===== src/rtl/uart_tx_arbiter_pkg.sv =====
// Shared types for the UART transmit arbiter slice.
package uart_pkg;

  typedef enum logic [1:0] {
    IDLE,
    START,
    WAIT
  } arb_state_t;

  localparam int UART_DBIT = 8;

endpackage


===== src/rtl/uart_tx_arbiter_if.sv =====
// Requester-side byte handshake bundle for the UART tx arbiter.
interface uart_tx_arbiter_if
  import uart_pkg::*;
#(
  parameter int NREQ = 4,
  parameter int DBIT = UART_DBIT
);

  logic [NREQ-1:0]      req_valid;
  logic [NREQ*DBIT-1:0] req_data;
  logic [NREQ-1:0]      req_last;
  logic [NREQ-1:0]      req_ready;

  modport master (
    output req_valid,
    output req_data,
    output req_last,
    input  req_ready
  );

  modport slave (
    input  req_valid,
    input  req_data,
    input  req_last,
    output req_ready
  );

endinterface


===== src/rtl/uart_tx_arbiter_rr_pick.sv =====
// Round-robin winner search with packet-lock override.
module uart_rr_pick #(
  parameter  int NREQ = 4,
  localparam int PW   = $clog2(NREQ)
) (
  input  logic [NREQ-1:0] i_req,
  input  logic [PW-1:0]   i_rr_ptr,
  input  logic            i_lock,
  input  logic [PW-1:0]   i_owner,
  output logic [PW-1:0]   o_winner,
  output logic            o_found
);

  logic [PW-1:0] w_pos;

  always_comb begin
    o_winner = i_owner;
    o_found  = 1'b0;
    w_pos    = '0;
    if (i_lock) begin
      o_found = i_req[i_owner];
    end else begin
      // farthest first, so the nearest slot after the pointer wins
      for (int k = NREQ; k >= 1; k--) begin
        w_pos = PW'((int'(i_rr_ptr) + k) % NREQ);
        if (i_req[w_pos]) begin
          o_winner = w_pos;
          o_found  = 1'b1;
        end
      end
    end
  end

endmodule


===== src/rtl/uart_tx_arbiter.sv =====
// Shares one UART transmitter among NREQ byte sources, keeping packets whole.
module uart_tx_arbiter
  import uart_pkg::*;
#(
  parameter int NREQ = 4,
  parameter int DBIT = UART_DBIT
) (
  input  logic             clk,
  input  logic             rst,
  uart_tx_arbiter_if.slave bus,
  output logic             tx_start,
  output logic [DBIT-1:0]  tx_din,
  input  logic             tx_done_tick,
  output logic [NREQ-1:0]  grant,
  output logic             busy
);

  localparam int PW = $clog2(NREQ);

  arb_state_t      r_state;
  arb_state_t      w_next;
  logic            r_lock;
  logic            r_last;
  logic [PW-1:0]   r_owner;
  logic [PW-1:0]   r_ptr;
  logic [DBIT-1:0] r_din;
  logic [NREQ-1:0] r_grant;

  logic [PW-1:0]   w_winner;
  logic            w_found;
  logic            w_accept;
  logic [NREQ-1:0] w_onehot;
  logic [DBIT-1:0] w_data;

  uart_rr_pick #(.NREQ(NREQ)) u_pick (
    .i_req    (bus.req_valid),
    .i_rr_ptr (r_ptr),
    .i_lock   (r_lock),
    .i_owner  (r_owner),
    .o_winner (w_winner),
    .o_found  (w_found)
  );

  always_comb begin
    w_onehot           = '0;
    w_onehot[w_winner] = 1'b1;
  end

  assign bus.req_ready =
    (r_state == IDLE && w_found && !rst) ? w_onehot : '0;
  assign w_accept = |(bus.req_valid & bus.req_ready);

  always_comb begin
    w_data = '0;
    for (int i = 0; i < NREQ; i++) begin
      if (w_winner == PW'(i)) begin
        w_data = bus.req_data[i*DBIT +: DBIT];
      end
    end
  end

  always_comb begin
    w_next   = r_state;
    tx_start = 1'b0;
    unique case (r_state)
      IDLE:    if (w_accept) w_next = START;
      START: begin
        tx_start = 1'b1;
        w_next   = WAIT;
      end
      WAIT:    if (tx_done_tick) w_next = IDLE;
      default: w_next = IDLE;
    endcase
  end

  always_ff @(posedge clk) begin
    if (rst) begin
      r_state <= IDLE;
      r_lock  <= 1'b0;
      r_last  <= 1'b0;
      r_owner <= '0;
      r_ptr   <= PW'(NREQ - 1);
      r_din   <= '0;
      r_grant <= '0;
    end else begin
      r_state <= w_next;
      if (w_accept) begin
        r_owner <= w_winner;
        r_din   <= w_data;
        r_last  <= bus.req_last[w_winner];
        r_grant <= w_onehot;
      end
      // an unfinished packet keeps the transmitter for its owner
      if (r_state == WAIT && tx_done_tick) begin
        r_grant <= '0;
        r_lock  <= !r_last;
        if (r_last) r_ptr <= r_owner;
      end
    end
  end

  assign tx_din = r_din;
  assign grant  = r_grant;
  assign busy   = (r_state != IDLE);

endmodule


===== src/flat_wrapper.sv =====
// flat-port wrapper written by rule: the top's interface ports become plain ports
module uart_tx_arbiter_flat import uart_pkg::*;
#(
  parameter int NREQ = 4,
  parameter int DBIT = UART_DBIT
)
  (clk, rst, tx_start, tx_din, tx_done_tick, grant, busy, bus_req_valid, bus_req_data, bus_req_last, bus_req_ready);
  uart_tx_arbiter_if #(.NREQ(NREQ), .DBIT(DBIT)) bus_i ();
  input  logic clk;
  input  logic rst;
  output logic tx_start;
  output logic [DBIT-1:0] tx_din;
  input  logic tx_done_tick;
  output logic [NREQ-1:0] grant;
  output logic busy;
  input wire logic [$bits(bus_i.req_valid)-1:0] bus_req_valid;
  input wire logic [$bits(bus_i.req_data)-1:0] bus_req_data;
  input wire logic [$bits(bus_i.req_last)-1:0] bus_req_last;
  output wire logic [$bits(bus_i.req_ready)-1:0] bus_req_ready;
  assign bus_i.req_valid = bus_req_valid;
  assign bus_i.req_data = bus_req_data;
  assign bus_i.req_last = bus_req_last;
  assign bus_req_ready = bus_i.req_ready;
  uart_tx_arbiter #(.NREQ(NREQ), .DBIT(DBIT)) u_core (.clk(clk), .rst(rst), .bus(bus_i), .tx_start(tx_start), .tx_din(tx_din), .tx_done_tick(tx_done_tick), .grant(grant), .busy(busy));
endmodule

===== config.mk =====
export PLATFORM = sky130hd
export DESIGN_NAME = uart_tx_arbiter_flat
export DESIGN_NICKNAME = d
export VERILOG_FILES = /design/src/rtl/uart_tx_arbiter_pkg.sv /design/src/rtl/uart_tx_arbiter_if.sv /design/src/rtl/uart_tx_arbiter_rr_pick.sv /design/src/rtl/uart_tx_arbiter.sv /design/src/flat_wrapper.sv
export SDC_FILE = /design/constraint.sdc
export NUM_CORES = 1
export LEC_CHECK = 0
export BUFFER_PORTS_ARGS = -buffer_cell sky130_fd_sc_hd__buf_2
export CAP_MARGIN = 30
export CORE_UTILIZATION = 35
export CTS_CLUSTER_SIZE = 25
export DETAILED_ROUTE_END_ITERATION = 10
export GPL_TIMING_DRIVEN = 0
export PLACE_DENSITY_LB_ADDON = 0.1
export SLEW_MARGIN = 10
export SYNTH_ARGS = -nofsm -noshare
export SYNTH_HDL_FRONTEND = slang
export SYNTH_SLANG_ARGS = --single-unit

===== constraint.sdc =====
create_clock -name clk -period 3.1 [get_ports clk]
set_clock_uncertainty 0.05 [all_clocks]
set_input_delay 0.155 -clock clk [delete_from_list [all_inputs] [get_ports clk]]
set_output_delay 0.155 -clock clk [all_outputs]
set_load 0.01 [all_outputs]

==> run summary, run 1 <==
outcome - finished, final reports clean
Post-synth EDFFs - 0
Skew-Pair Late Insertion Delay - 0.26 ns
Leak Pwr - 0.000875 uW
CORE AREA - 3690 um^2
Top FF cell, synth - dfxtp_1
final setup fails - 0
clk slew on worst S/H paths - 0.08 ns
WP data arrival - 2.31 ns
post-layout util - 0.481
initial core utilization - 0.365
buffers added on ports - 59
CTS Hold Bufs - 0
Post-DP HPWL - 2.53 mm
Ant. Diodes - 0
largest net degree at the start of global routing - 13
fin crit period - 2.51 ns
Rel. slew slack - 0.656
Synth top cells by count - nor2_1 (21), dfxtp_1 (20), mux2i_1 (19)
Logic pwr share - 0.321
Sw Ratio - 0.285
Max-cap violations - 0
fraction of layout cells with a size suffix above 1 - 0.419
FFs w/ async S/R, synth - 0
#FFs+latches synth - 20
Setup crit end kind - output port
CTS buffer count - 3
Psw - 242 uW
Pwr Density - 477 nW/um^2
DP Area - 1700 um^2
Mean Syn Cell Area - 9.17 um^2
sequential share of power - 0.369
sequential-to-total area share from yosys stat - 0.297
Peak Freq - 398 MHz
die outline width - 64.1 um
final hold slack - 0.141 ns
Synth area leader - dfxtp_1
drt first pass iters - 4
Netlist Area Pre-Place - 1350 um^2
Yosys cell types - 32
Peak VDD IR - 396 uV
Layout area overhead - 31.7%
vias in the first global route - 1,280
Slew @ Worst Pin - 0.516 ns
largest cells by area after synthesis - dfxtp_1 (30%), mux2i_1 (14%), mux2_2 (8.4%), nor2_1 (5.8%), nand3b_1 (5.6%)
Yosys warning total - 0
most common cell in the netlist - nor2_1
syn nets - 190
period utilization - 0.811
RSZ-0062 raised after global routing - no
first-pass GRT wire length - 5.50 mm
grt ovf - 0
routability congestion estimate - 0.840
post-CTS setup buffers - 0
ANT nets after route - 0
post-CTS sizing - 0
required time of the critical path - 2.89 ns
antenna violations before repair - 0
Rows - 22
cells after synthesis - 147
Root Driver - clkbuf_8
DR WL/cell - 12.7 um
DRT Wirelength - 3.27 mm
share of the synthesized area in the top cell type - 0.297
internal power - 605 uW
total negative slack - 0 ns
clock power share - 0.310
I/O pins - 61
final net count - 254
drt drc - 0
Final Power - 846 uW
Final Hold Fails - 0
drt via density - 4.97
gr usage total - 0.172
Clock Sinks - 20
CTS tree - built
CP Class - flip-flop to output port
max-slew violations - 0
initial DRC count - 57
HP Class - input port to flip-flop
fin area - 1770 um^2
crit start category - flip-flop
Die Y - 64.1 um
Max H-tree Level - 1
CTS Buffer Depth - 2
DIE AREA - 4100 um^2
vias post-DR - 1,281
Crit Path Max Fanout - 10
## worst max-delay path, stage by stage (launching register included)
cell,delay (ns)
dfxtp_1,0.42
mux2_2,0.36
a21oi_1,0.14
o21ai_1,0.10
o32ai_4,0.53
buf_6,0.21
nand2b_1,0.12
inv_1,0.04
buf_2,0.12
## layout make-up
type                            instances  area (um^2)
Clock inverter                          1         30.0
Sequential cell                        20          400
Fill cell                             393         1910
Timing Repair Buffer                   59          295
Inverter                                8         35.0
Tap cell                               48         60.1
Buffer                                  9         75.1
Multi-Input combinational cell        110          837
Clock buffer                            3         41.3
## worst paths after layout
kind                                     start  depth (start not counted)                             end  slack (ns)
setup / recovery  u_core.r_ptr[0]$_SDFFE_PP1P_                          8                bus_req_ready[3]        0.59
hold reg to reg   u_core.grant[3]$_SDFFE_PP0P_                          2    u_core.grant[3]$_SDFFE_PP0P_        0.41
setup reg to reg  u_core.r_ptr[0]$_SDFFE_PP1P_                          7   u_core.tx_din[5]$_SDFFE_PP0P_        0.73
hold / removal                    tx_done_tick                          4  u_core.r_state[1]$_SDFFE_PP0P_        0.14
## metal layers
| layer | wire length, um | track usage | vias to the layer above | share of wire |
|---|---|---|---|---|
| met2 | 1710 | 0.340 | 35 | 0.52 |
| li1 | - | - | 650 | - |
| met5 | 0 | 0 | - | 0 |
| met1 | 1380 | 0.180 | 592 | 0.42 |
| met4 | 19 | 0.0284 | 0 | 0.0058 |
| met3 | 156 | 0.0446 | 4 | 0.048 |
## layout by cell type (no fill, tap or decap), types with 2 or more instances in the layout
| cell | Yosys | routed |
|---|---|---|
| mux2i_1 | 19 | 19 |
| nand2_1 | 3 | 3 |
| a31oi_1 | 3 | 3 |
| nor2_1 | 21 | 21 |
| dfxtp_1 | 20 | 20 |
| mux2_2 | 10 | 10 |
| a22oi_1 | 2 | 2 |
| o21ai_1 | 6 | 6 |
| a21oi_1 | 6 | 6 |
| or2_2 | 2 | 2 |
| nor2b_1 | 3 | 3 |
| inv_1 | 7 | 7 |
| buf_6 | 5 | 5 |
| o21ai_0 | 6 | 6 |
| nand2b_1 | 3 | 3 |
| and2_1 | 2 | 2 |
| o32ai_4 | 2 | 2 |
| nand3b_1 | 10 | 10 |
| a211o_1 | 2 | 2 |
| clkbuf_8 | 0 | 3 |
| buf_2 | 3 | 62 |
## flip-flops by register name, summed over array words and instances (netlist names)
| register | flops |
|---|---|
| u_core.tx_din | 8 |
| u_core.grant | 4 |
| u_core.r_owner | 2 |
| u_core.r_ptr | 2 |
| u_core.r_state | 2 |
| u_core.r_last | 1 |
| u_core.r_lock | 1 |
## power by group through the flow
stage          logic, uW  registers, uW  clock network, uW
2_1_floorplan        177            325                  0
3_3_place_gp         270            316                  0
5_1_grt              299            316                283
6_report             272            312                262
4_1_cts              276            312                271
3_5_place_dp         275            317                  0
## cell families (layout without fill, tap and decap cells)
kind of cell    after synthesis  count (layout)  share of synthesized area
simple gates                 49              49                      0.201
flops                        20              20                      0.297
mux                          30              30                      0.244
compound gates               31              31                      0.175
buf+inv                      17              80                     0.0817
## per-stage QoR
stage / cells / setup slack [ns]
floorplan: 147 / 0.997
global placement: 254 / 0.778
detailed placement: 254 / 0.709
CTS: 258 / 0.527
global route: 258 / 0.375
finish: 258 / 0.587
Power figures use the tool's default switching activity.
==> run 2, diff against run 1 <==
clock period = 2.2 ns   (was 3.1 ns; I/O delays follow)
==> run summary, run 2 (synthesized netlist as in run 1, its figures left out) <==
CP Class - flip-flop to output port (unchanged)
Skew-Pair Late Insertion Delay - 0.26 ns (about the same)
Post-DP HPWL - 2.53 mm (unchanged)
drt via density - 5.01 (was 4.97)
r2r setup slk - 0.16 ns (was 0.73 ns)
Final Hold Fails - 0 (unchanged)
fin cells - 266 (was 258)
Fill cells - 384 (was 393)
Clock Sinks - 20 (unchanged)
Slew @ Worst Pin - 0.465 ns (was 0.516 ns)
Max H-tree Level - 1 (unchanged)
Die Y - 64.1 um (unchanged)
DIE AREA - 4100 um^2 (unchanged)
WHS Endpoint - u_core.r_state[1]$_SDFFE_PP0P_ (unchanged)
DP Area - 1700 um^2 (unchanged)
largest net degree at the start of global routing - 13 (unchanged)
crit start category - flip-flop (unchanged)
Hold Crit Start - tx_done_tick (unchanged)
fin crit period - 2.14 ns
first-pass GRT wire length - 5.69 mm (was 5.50 mm)
initial core utilization - 0.365 (unchanged)
Peak Freq - 468 MHz
WP data arrival - 1.98 ns (was 2.31 ns)
storage element area - 409 um^2 (was 400 um^2)
Ant. Diodes - 0 (unchanged)
reg2reg end - u_core.tx_din[7]$_SDFFE_PP0P_ (was u_core.tx_din[5]$_SDFFE_PP0P_)
final setup fails - 0 (unchanged)
drt first pass iters - 4 (unchanged)
Rows - 22 (unchanged)
initial DRC count - 67 (was 57)
max-slew violations - 0 (unchanged)
CTS Hold Bufs - 0 (unchanged)
Rel. slew slack - 0.690 (was 0.656)
Leak Pwr - 0.000923 uW (was 0.000875 uW)
HP Class - input port to flip-flop (unchanged)
ANT nets after route - 0 (unchanged)
period utilization - 0.972
CTS tree - built (unchanged)
outcome - finished, final reports clean (unchanged)
grt ovf - 0 (unchanged)
worst r2r src - u_core.r_owner[1]$_SDFFE_PP0P_ (was u_core.r_ptr[0]$_SDFFE_PP1P_)
area of the multi-input gates - 862 um^2 (was 837 um^2)
vias in the first global route - 1,307 (was 1,280)
final net count - 262 (was 254)
Root Driver - clkbuf_8 (unchanged)
final hold slack - 0.0958 ns (was 0.141 ns)
Pwr Density - 658 nW/um^2 (was 477 nW/um^2)
drt drc - 0 (unchanged)
Crit Path Max Fanout - 6 (was 10)
DR WL/cell - 13.0 um (was 12.7 um)
DRT Wirelength - 3.46 mm (was 3.27 mm)
fraction of layout cells with a size suffix above 1 - 0.486 (was 0.419)
I/O pins - 61 (unchanged)
total negative slack - 0 ns (unchanged)
die outline width - 64.1 um (unchanged)
fin area - 1870 um^2 (was 1770 um^2)
Worst Hold Depth - 4 (unchanged)
Setup crit end kind - output port (unchanged)
CTS Buffer Depth - 2 (unchanged)
Peak VDD IR - 562 uV (was 396 uV)
commonest non-fill, non-tap cell in the layout - buf_2 (unchanged)
CTS buffer count - 3 (unchanged)
Max-cap violations - 0 (unchanged)
clk slew on worst S/H paths - 0.08 ns (about the same)
crit path from - u_core.r_owner[1]$_SDFFE_PP0P_ (was u_core.r_ptr[0]$_SDFFE_PP1P_)
RSZ-0062 raised after global routing - yes (was no)
post-layout util - 0.507 (was 0.481)
R2R cell count - 7 (unchanged)
max FFs per register - 8 (unchanged)
gr usage total - 0.176 (was 0.172)
vias post-DR - 1,332 (was 1,281)
Layout area overhead - 38.9% (was 31.7%)
most frequent cells in the layout - buf_2 (62), nor2_1 (19), mux2i_1 (19) (was buf_2 (62), nor2_1 (21), dfxtp_1 (20))
buffers added on ports - 59 (unchanged)
routability congestion estimate - 0.840 (unchanged)
CORE AREA - 3690 um^2 (unchanged)
antenna violations before repair - 0 (unchanged)
required time of the critical path - 2.04 ns (was 2.89 ns)
placed cells - 254 (unchanged)
==> run 2: changes by cell type in the layout (fill, tap and decap cells not counted), moves of 2 or more <==
cell     previous run  this run
buf_4               0         7
dfxtp_1            20        17
o21ai_0             6         4
dfxtp_4             0         2
nor2_1             21        19
==> run 2: area by class of cell <==
cell class | instances | area share
Tap cell | 48 | 0.0321
Clock buffer | 3 | 0.0221
Sequential cell | 20 | 0.219
Timing Repair Buffer | 68 | 0.195
Buffer | 8 | 0.0374
Inverter | 8 | 0.0187
Clock inverter | 1 | 0.0160
Multi-Input combinational cell | 110 | 0.461
==> run 2: critical path, stage by stage (launching register included) <==
cell	delay [ns]
dfxtp_4	0.36
mux4_2	0.32
nor2_1	0.04
or4_4	0.59
nor2b_4	0.15
and2_1	0.13
buf_2	0.12
==> run 2: per-stage QoR <==
step	setup slack [ns]	power, uW
global route	-0.0434	1300
global placement	-0.122	826
floorplan	0.0971	707
detailed placement	-0.191	835
CTS	0.00321	1230
finish	0.0614	1230
==> run 2: worst max-delay path by stage <==
stage / to / cells after the start / slack, ns
2_1_floorplan: u_core.tx_din[5]$_SDFFE_PP0P_ / 7 / 0.1
3_3_place_gp: u_core.tx_din[5]$_SDFFE_PP0P_ / 7 / -0.12
3_5_place_dp: u_core.tx_din[5]$_SDFFE_PP0P_ / 7 / -0.19
4_1_cts: bus_req_ready[0] / 7 / 0.003
5_1_grt: bus_req_ready[3] / 8 / -0.04
6_report: bus_req_ready[0] / 6 / 0.06
==> run 2: metal layers <==
metal / global-route usage / routed length (um)
met1: 0.188 / 1480
met2: 0.346 / 1800
met3: 0.0446 / 172
met4: 0.0284 / 8
met5: 0 / 0
==> run 2: repair_timing <==
action,in CTS,in global routing
pin swaps,1,4
endpoints found under the setup margin,13,13
setup buffers,5,3
gates cloned,0,1
gates resized for setup,3,17
==> run 2: report_power, final <==
| part | switching, uW | total (uW) | leakage, uW | internal, uW |
|---|---|---|---|---|
| clock | 128 | 371 | 0.0000357 | 243 |
| combinational | 196 | 422 | 0.000722 | 225 |
| sequential | 32.1 | 438 | 0.000165 | 406 |
==> run 3, diff against run 2 <==
ABC_AREA = 1   (was default)
==> run summary, run 3 <==
reg2reg end - u_core.tx_din[5]$_SDFFE_PP0P_ (was u_core.tx_din[7]$_SDFFE_PP0P_)
largest family of logic cells by synthesized area - simple AND/OR/NAND/NOR gates (was multiplexers)
Mean Syn Cell Area - 5.80 um^2 (was 9.17 um^2)
CORE AREA - 3740 um^2 (was 3690 um^2)
outcome - finished, final reports clean (unchanged)
gr usage total - 0.197 (was 0.176)
grt ovf - 0 (unchanged)
CTS buffer count - 3 (unchanged)
Top FF cell, synth - dfxtp_1 (unchanged)
DIE AREA - 4230 um^2 (was 4100 um^2)
routability congestion estimate - 0.800 (was 0.840)
R2R cell count - 13 (was 7)
worst r2r src - u_core.r_ptr[0]$_SDFFE_PP1P_ (was u_core.r_owner[1]$_SDFFE_PP0P_)
Max-cap violations - 0 (unchanged)
Root Driver - clkbuf_8 (unchanged)
vias in the first global route - 1,541 (was 1,307)
delay-heaviest family, CP - simple AND/OR/NAND/NOR gates (unchanged)
Yosys cell types - 25 (was 32)
Layout area overhead - 38.0% (was 38.9%)
post-layout util - 0.513 (was 0.507)
most frequent cells in the layout - nand2_1 (77), buf_2 (61), inv_1 (32) (was buf_2 (62), nor2_1 (19), mux2i_1 (19))
fin crit period - 2.05 ns (was 2.14 ns)
final setup fails - 0 (unchanged)
Max H-tree Level - 1 (unchanged)
buffers added on ports - 60 (was 59)
vias post-DR - 1,637 (was 1,332)
Peak VDD IR - 396 uV (was 562 uV)
#FFs+latches synth - 20 (unchanged)
max FFs per register - 8 (unchanged)
sequential-to-total area share from yosys stat - 0.288 (was 0.297)
Logic pwr share - 0.337 (was 0.343)
FFs w/ async S/R, synth - 0 (unchanged)
clock power share - 0.311 (was 0.301)
CTS tree - built (unchanged)
drt first pass iters - 4 (unchanged)
CP Class - flip-flop to output port (unchanged)
Skew-Pair Late Insertion Delay - 0.26 ns (about the same)
die outline width - 65.1 um (was 64.1 um)
Slew @ Worst Pin - 0.476 ns (was 0.465 ns)
final net count - 351 (was 262)
r2r setup slk - 0.29 ns (was 0.16 ns)
Rows - 22 (unchanged)
drt drc - 0 (unchanged)
critical path's slowest cell - dfxtp_2 (was or4_4)
DR WL/cell - 11.0 um (was 13.0 um)
max-slew violations - 0 (unchanged)
Final Hold Fails - 0 (unchanged)
Yosys warning total - 0 (unchanged)
Crit Path Max Fanout - 10 (was 6)
initial DRC count - 55 (was 67)
Pwr Density - 626 nW/um^2 (was 658 nW/um^2)
most common cell in the netlist - nand2_1 (was nor2_1)
internal power - 806 uW (was 875 uW)
Post-DP HPWL - 2.97 mm (was 2.53 mm)
Sw Ratio - 0.330 (was 0.289)
period utilization - 0.930 (was 0.972)
required time of the critical path - 2.04 ns (about the same)
initial core utilization - 0.372 (was 0.365)
Synth Area in Simple Gates - 0.447 (was 0.201)
Netlist Area Pre-Place - 1390 um^2 (was 1350 um^2)
Clock Sinks - 20 (unchanged)
CTS Buffer Depth - 2 (unchanged)
final hold slack - 0.0916 ns (was 0.0958 ns)
ANT nets after route - 0 (unchanged)
Final Power - 1200 uW (was 1230 uW)
syn nets - 283 (was 190)
Worst Hold Depth - 5 (was 4)
CP cell instances - nand2_1 > a21oi_1 > o21ai_0 > nand4_1 > buf_4 > clkbuf_2 > nor2_2 > buf_2 (was mux4_2 > nor2_1 > or4_4 > nor2b_4 > and2_1 > buf_2)
Hold Crit Start - bus_req_data[27] (was tx_done_tick)
fin area - 1920 um^2 (was 1870 um^2)
largest net degree at the start of global routing - 13 (unchanged)
cells after synthesis - 240 (was 147)
sequential share of power - 0.352 (was 0.356)
Peak Freq - 489 MHz (was 468 MHz)
DRT Wirelength - 3.91 mm (was 3.46 mm)
CP max stage delay - 0.36 ns (was 0.59 ns)
I/O pins - 61 (unchanged)
CP bufs+invs - 3 (was 1)
share of the synthesized area in the top cell type - 0.288 (was 0.297)
Post-synth EDFFs - 0 (unchanged)
Leak Pwr - 0.00110 uW (was 0.000923 uW)
Rel. slew slack - 0.683 (was 0.690)
Post-Synth XOR/XNOR Area - 0 (unchanged)
antenna violations before repair - 0 (unchanged)
Die Y - 65.1 um (was 64.1 um)
fraction of layout cells with a size suffix above 1 - 0.332 (was 0.486)
Synth Area in Compound Gates - 0.140 (was 0.175)
DP Area - 1750 um^2 (was 1700 um^2)
Synth area leader - dfxtp_1 (unchanged)
Setup crit end kind - output port (unchanged)
HP Class - input port to flip-flop (unchanged)
Psw - 396 uW (was 356 uW)
mux contribution to synthesized area - 0 (was 0.244)
Ant. Diodes - 0 (unchanged)
area share of fa/ha/maj cells after synthesis - 0 (unchanged)
clk slew on worst S/H paths - 0.08 ns (about the same)
drt via density - 4.61 (was 5.01)
WP data arrival - 1.89 ns (was 1.98 ns)
Synth top cells by count - nand2_1 (82), inv_1 (33), nand3_1 (24), nor2_1 (24), dfxtp_1 (20) (was nor2_1 (21), dfxtp_1 (20), mux2i_1 (19))
WHS Endpoint - u_core.tx_din[3]$_SDFFE_PP0P_ (was u_core.r_state[1]$_SDFFE_PP0P_)
largest cells by area after synthesis - dfxtp_1 (29%), nand2_1 (22%), inv_1 (8.9%), nand3_1 (8.6%), nor2_1 (6.5%) (was dfxtp_1 (30%), mux2i_1 (14%), mux2_2 (8.4%), nor2_1 (5.8%), nand3b_1 (5.6%))
CTS Hold Bufs - 0 (unchanged)
crit start category - flip-flop (unchanged)
commonest non-fill, non-tap cell in the layout - nand2_1 (was buf_2)
first-pass GRT wire length - 6.56 mm (was 5.69 mm)
## run 3: worst max path at each step
stage | from | end | slack, ns | depth (start not counted)
after global routing | u_core.r_lock$_SDFFE_PP0P_ | bus_req_ready[3] | -0.03 | 8
after global placement | u_core.r_ptr[0]$_SDFFE_PP1P_ | u_core.tx_din[0]$_SDFFE_PP0P_ | 0.20 | 14
after detailed placement | u_core.r_ptr[0]$_SDFFE_PP1P_ | u_core.tx_din[4]$_SDFFE_PP0P_ | 0.21 | 14
after CTS | u_core.r_ptr[0]$_SDFFE_PP1P_ | bus_req_ready[2] | -0.03 | 13
final | u_core.r_lock$_SDFFE_PP0P_ | bus_req_ready[3] | 0.15 | 8
after floorplan | u_core.r_ptr[0]$_SDFFE_PP1P_ | u_core.tx_din[3]$_SDFFE_PP0P_ | 0.49 | 17
## run 3: kinds of logic (layout without fill, tap and decap cells)
| kind of cell | count (synthesis) | after routing |
|---|---|---|
| compound gates | 33 | 33 |
| buf+inv | 42 | 109 |
| flops | 20 | 20 |
| simple gates | 145 | 145 |
## run 3: final cells by class
type	count	area, um^2
well taps	48	60.1
clock buffers	3	41.3
fillers	420	1820
flip-flops and latches	20	405
multi-input cells	178	872
inverters	36	138
clock inverters	1	30.0
plain buffers	6	51.3
repair buffers	63	323
## run 3: power by group through the flow
stage / registers (uW) / logic, uW / clock network, uW
4_1_cts: 421 / 378 / 377
3_3_place_gp: 429 / 374 / 0
3_5_place_dp: 429 / 375 / 0
5_1_grt: 428 / 463 / 392
2_1_floorplan: 438 / 234 / 0
6_report: 423 / 406 / 374
## run 3: worst register-to-register path: cells and delay by family (launching register included)
kind / cells / cell delay [ns]
flip-flops: 1 / 0.33
AO/OA/AOI/OAI: 2 / 0.49
buffers and inverters: 2 / 0.17
AND/OR/NAND/NOR: 9 / 0.77
## run 3: stage by stage
| stage | cells | TNS (ns) | worst slack (ns) |
|---|---|---|---|
| after floorplan | 240 | 0 | 0.491 |
| after global placement | 348 | 0 | 0.200 |
| after detailed placement | 348 | 0 | 0.207 |
| after CTS | 352 | -0.0299 | -0.0257 |
| after global routing | 355 | -0.0459 | -0.0259 |
| final | 355 | 0 | 0.154 |
## run 3: routing by layer
metal / global-route usage / up-vias / wire length, um
li1: - / 886 / -
met1: 0.247 / 709 / 1850
met2: 0.346 / 38 / 1860
met3: 0.0335 / 4 / 164
met4: 0.0489 / 0 / 28
met5: 0 / - / 0
## run 3: timing repair
action / 4_1_cts / 5_1_grt
setup buffers: 0 / 3
endpoints found under the hold margin: 0 / 0
endpoints found under the setup margin: 2 / 6
gates cloned: 0 / 0
pin swaps: 0 / 2
gates resized for setup: 1 / 23
